File: src/rtl/pipeline_stage.sv
// One register stage of the delay line: a Width-bit flop that clears to zero on a synchronous reset.
module pipeline_stage #(
  parameter int Width = 15
) (
  input  logic             clk,
  input  logic             rst,
  input  logic [Width-1:0] d,
  output logic [Width-1:0] q
);

  logic [Width-1:0] data_q;
  logic [Width-1:0] data_d;

  assign data_d = rst ? '0 : d;

  always_ff @(posedge clk) begin
    data_q <= data_d;
  end

  assign q = data_q;

endmodule

File: src/rtl/pipeline.sv
// Fixed-latency delay line: q is d delayed by Depth cycles, with no handshake and no stall.
// Depth=0 is a pure combinational pass-through that ignores clk and rst.
module pipeline #(
  parameter int Width = 15,
  parameter int Depth = 2
) (
  input  logic             clk,
  input  logic             rst,
  input  logic [Width-1:0] d,
  output logic [Width-1:0] q
);

  if (Depth == 0) begin : g_pass
    // clk and rst have no function here; fold them into a sink so the port list stays uniform.
    logic unused_clk_rst;
    assign unused_clk_rst = clk ^ rst;
    assign q = d;
  end else begin : g_chain
    logic [Width-1:0] stage_q [Depth];

    for (genvar i = 0; i < Depth; i++) begin : g_stage
      if (i == 0) begin : g_head
        pipeline_stage #(.Width(Width)) u_stage (
          .clk (clk),
          .rst (rst),
          .d   (d),
          .q   (stage_q[i])
        );
      end else begin : g_body
        pipeline_stage #(.Width(Width)) u_stage (
          .clk (clk),
          .rst (rst),
          .d   (stage_q[i-1]),
          .q   (stage_q[i])
        );
      end
    end

    assign q = stage_q[Depth-1];
  end

endmodule

File: config.mk
export PLATFORM = sky130hd
export DESIGN_NAME = pipeline
export DESIGN_NICKNAME = d
export VERILOG_FILES = /design/src/rtl/pipeline_stage.sv /design/src/rtl/pipeline.sv
export SDC_FILE = /design/constraint.sdc
export NUM_CORES = 1
export LEC_CHECK = 0
export CAP_MARGIN = 20
export CORE_MARGIN = 3
export CORE_UTILIZATION = 40
export CTS_BUF_LIST = sky130_fd_sc_hd__clkbuf_4
export CTS_CLUSTER_DIAMETER = 40
export DETAILED_ROUTE_END_ITERATION = 8
export GPL_TIMING_DRIVEN = 0
export MAX_ROUTING_LAYER = met4
export PLACE_DENSITY = 0.73
export SYNTH_ARGS = -nofsm -noshare
export SYNTH_HDL_FRONTEND = slang
export SYNTH_SLANG_ARGS = --single-unit
File: constraint.sdc
create_clock -name clk -period 0.8 [get_ports clk]
set_input_delay 0.24 -clock clk [delete_from_list [all_inputs] [get_ports clk]]
set_output_delay 0.24 -clock clk [all_outputs]
set_load 0.02 [all_outputs]
==> flow_metrics.tcl <==
set metrics [dict create \
    dp_hpwl_um 940 \
    fin_crit_ps 1000 \
    vias_per_cell 3.98 \
    via_count 509 \
    routedWlPerCell_um 10.7 \
    ir_drop_mv 1.19 \
    hold_violations 0 \
    clock_sinks 30 \
    ys_types 4 \
    tightest_slew_ps 116 \
    ys_ff_latch 30 \
    slew_headroom 0.923 \
    drtIter0Drc 1 \
    ant_nets 0 \
    initial_core_util 0.436 \
    fin_nets 117 \
    skew_ps 4.77 \
    crit_required_ps 560 \
    cts_resized 105 \
    gr-total-overflow 0 \
    antenna_cells 0 \
    r2r_setup_slack_ps 250 \
    port_buffers 30 \
    cts_root_buf "clkbuf_4" \
    insertion_delay_ps 310 \
    area_growth_pct 47.7 \
    design.core.area_um2 2020 \
    failed_checks "negative setup slack" \
    total_power_mw 2.65 \
    start_kind "flip-flop" \
    syn_nets 80 \
    cts.htree.levels 2 \
    io_pins 32 \
    cts_buffers 5 \
    cts_hold_buf 0 \
    rsz0062_at_grt "true" \
    yosysSeqAreaShare 0.681 \
    cp_slowest_cell "dfxtp_2" \
    fin_ws_ps -200 \
    worstReg2RegEnd "g_chain.g_stage[1].g_body.u_stage.q[5]$_SDFF_PP0_" \
    first_global_vias 506 \
    cp.buffers_inverters 1 \
    status "finished, violations left" \
    holdCritPathClass "in -> reg" \
    grt_pass1_wl_mm 2.16 \
    syn_area_um2 882 \
    setup_tns_ps -2920 \
    cp-end-kind "output port" \
    dr.pass1.iters 2 \
    p_leak_nw 0.534 \
    wl_mm 1.38 \
    drc 0 \
    whs_path_depth 2 \
    cts_buffer_depth 2 \
    synthCells 63 \
    dieArea_um2 2800 \
    cp_max_fo 1 \
    antenna_found_initial 0 \
    cap_violations 0 \
    grt_use_total 0.124 \
    yosysWarnings 0 \
    cts_setup_buffers 0 \
    cp_data_arrival_time_ps 760 \
    power.density_nw_per_um2 2030 \
    tritoncts "yes" \
    grt_max_degree 11 \
    chipWidth_um 53.0 \
    r2r_start "g_chain.g_stage[0].g_head.u_stage.q[5]$_SDFF_PP0_" \
    hold-path-endpoint "g_chain.g_stage[1].g_body.u_stage.q[0]$_SDFF_PP0_" \
    worstSetupPathType "reg -> out" \
    gp_congestion 0.580 \
    whs_ps 141 \
    fmax_mhz 1000 \
    critical_path.max_stage_delay_ps 320 \
    worstPathCellList "buf_6" \
    clk_pin_slew_ps 90 \
    row_count 16 \
    reg2regPathDepth 1 \
    drv_slew 0 \
    layout_worst_path_cycle_share 1.25 \
    path_delay_family "flip-flops" \
    die_h_um 53.0 \
    min_from "rst" \
    drive_above_1_share 0.614 \
    setup_viol 15 \
    syn_avg_cell_area_um2 14.0 \
]
-- synth_stat cells --
library cell | n | area share
buf_6 | 3 | 0.038
dfxtp_1 | 30 | 0.68
nor2b_1 | 6 | 0.043
nor2b_2 | 24 | 0.24
-- worst max path at each step --
stage / start / to / slack (ps) / depth (start not counted)
final: g_chain.g_stage[1].g_body.u_stage.q[9]$_SDFF_PP0_ / q[9] / -200 / 1
after global routing: g_chain.g_stage[1].g_body.u_stage.q[6]$_SDFF_PP0_ / q[6] / -230 / 1
after CTS: g_chain.g_stage[1].g_body.u_stage.q[5]$_SDFF_PP0_ / q[5] / -220 / 1
after detailed placement: g_chain.g_stage[1].g_body.u_stage.q[5]$_SDFF_PP0_ / q[5] / -350 / 1
after global placement: g_chain.g_stage[1].g_body.u_stage.q[4]$_SDFF_PP0_ / q[4] / -330 / 1
after floorplan: g_chain.g_stage[1].g_body.u_stage.q[0]$_SDFF_PP0_ / q[0] / 160 / 0
-- report_power, final --
group / leakage (nW) / total, mW / internal [mW] / switching, mW
combinational: 0.252 / 0.285 / 0.183 / 0.102
sequential: 0.254 / 1.59 / 1.57 / 0.0192
clock: 0.0277 / 0.774 / 0.312 / 0.462
-- metrics by stage --
stage / instance area, um^2 / std cells / setup WS [ps] / util
floorplan: 882 / 63 / 165 / -
global placement: 1220 / 120 / -335 / 0.601
detailed placement: 1220 / 120 / -349 / 0.601
CTS: 1300 / 128 / -221 / 0.644
global route: 1300 / 128 / -232 / 0.644
finish: 1300 / 128 / -200 / 0.644
-- per-layer routing --
metal / up-vias / GRT usage / routed length, um
met5: - / - / 0
met4: 0 / 0.128 / 60
met3: 6 / 0.0507 / 102
met2: 22 / 0.190 / 701
met1: 220 / 0.113 / 511
li1: 261 / - / -
-- cell usage in the layout, fill, tap and decap left out --
master and instances:
nor2b_2 24, buf_6 18, dfxtp_1 15, dfxtp_2 15, clkdlybuf4s50_1 15, nor2b_1 6, clkbuf_4 5, clkinv_1 3
-- cells by family (layout without fill, tap and decap cells) --
kind of cell  after synthesis  after routing  share of synthesized area
simple gates               30             30                      0.281
buf+inv                     3             41                     0.0383
flops                      30             30                      0.681
-- state kept, by name, summed over array words and instances (netlist names) --
register                          count
g_chain.g_stage.g_body.u_stage.q     15
g_chain.g_stage.g_head.u_stage.q     15
-- area by class of cell --
cell class / count / area [um^2]
clock buffers: 5 / 37.5
clock inverters: 3 / 11.3
plain buffers: 3 / 33.8
multi-input cells: 30 / 248
well taps: 27 / 33.8
flip-flops and latches: 30 / 619
fillers: 170 / 719
repair buffers: 30 / 319
(Power assumes the default switching activity.)
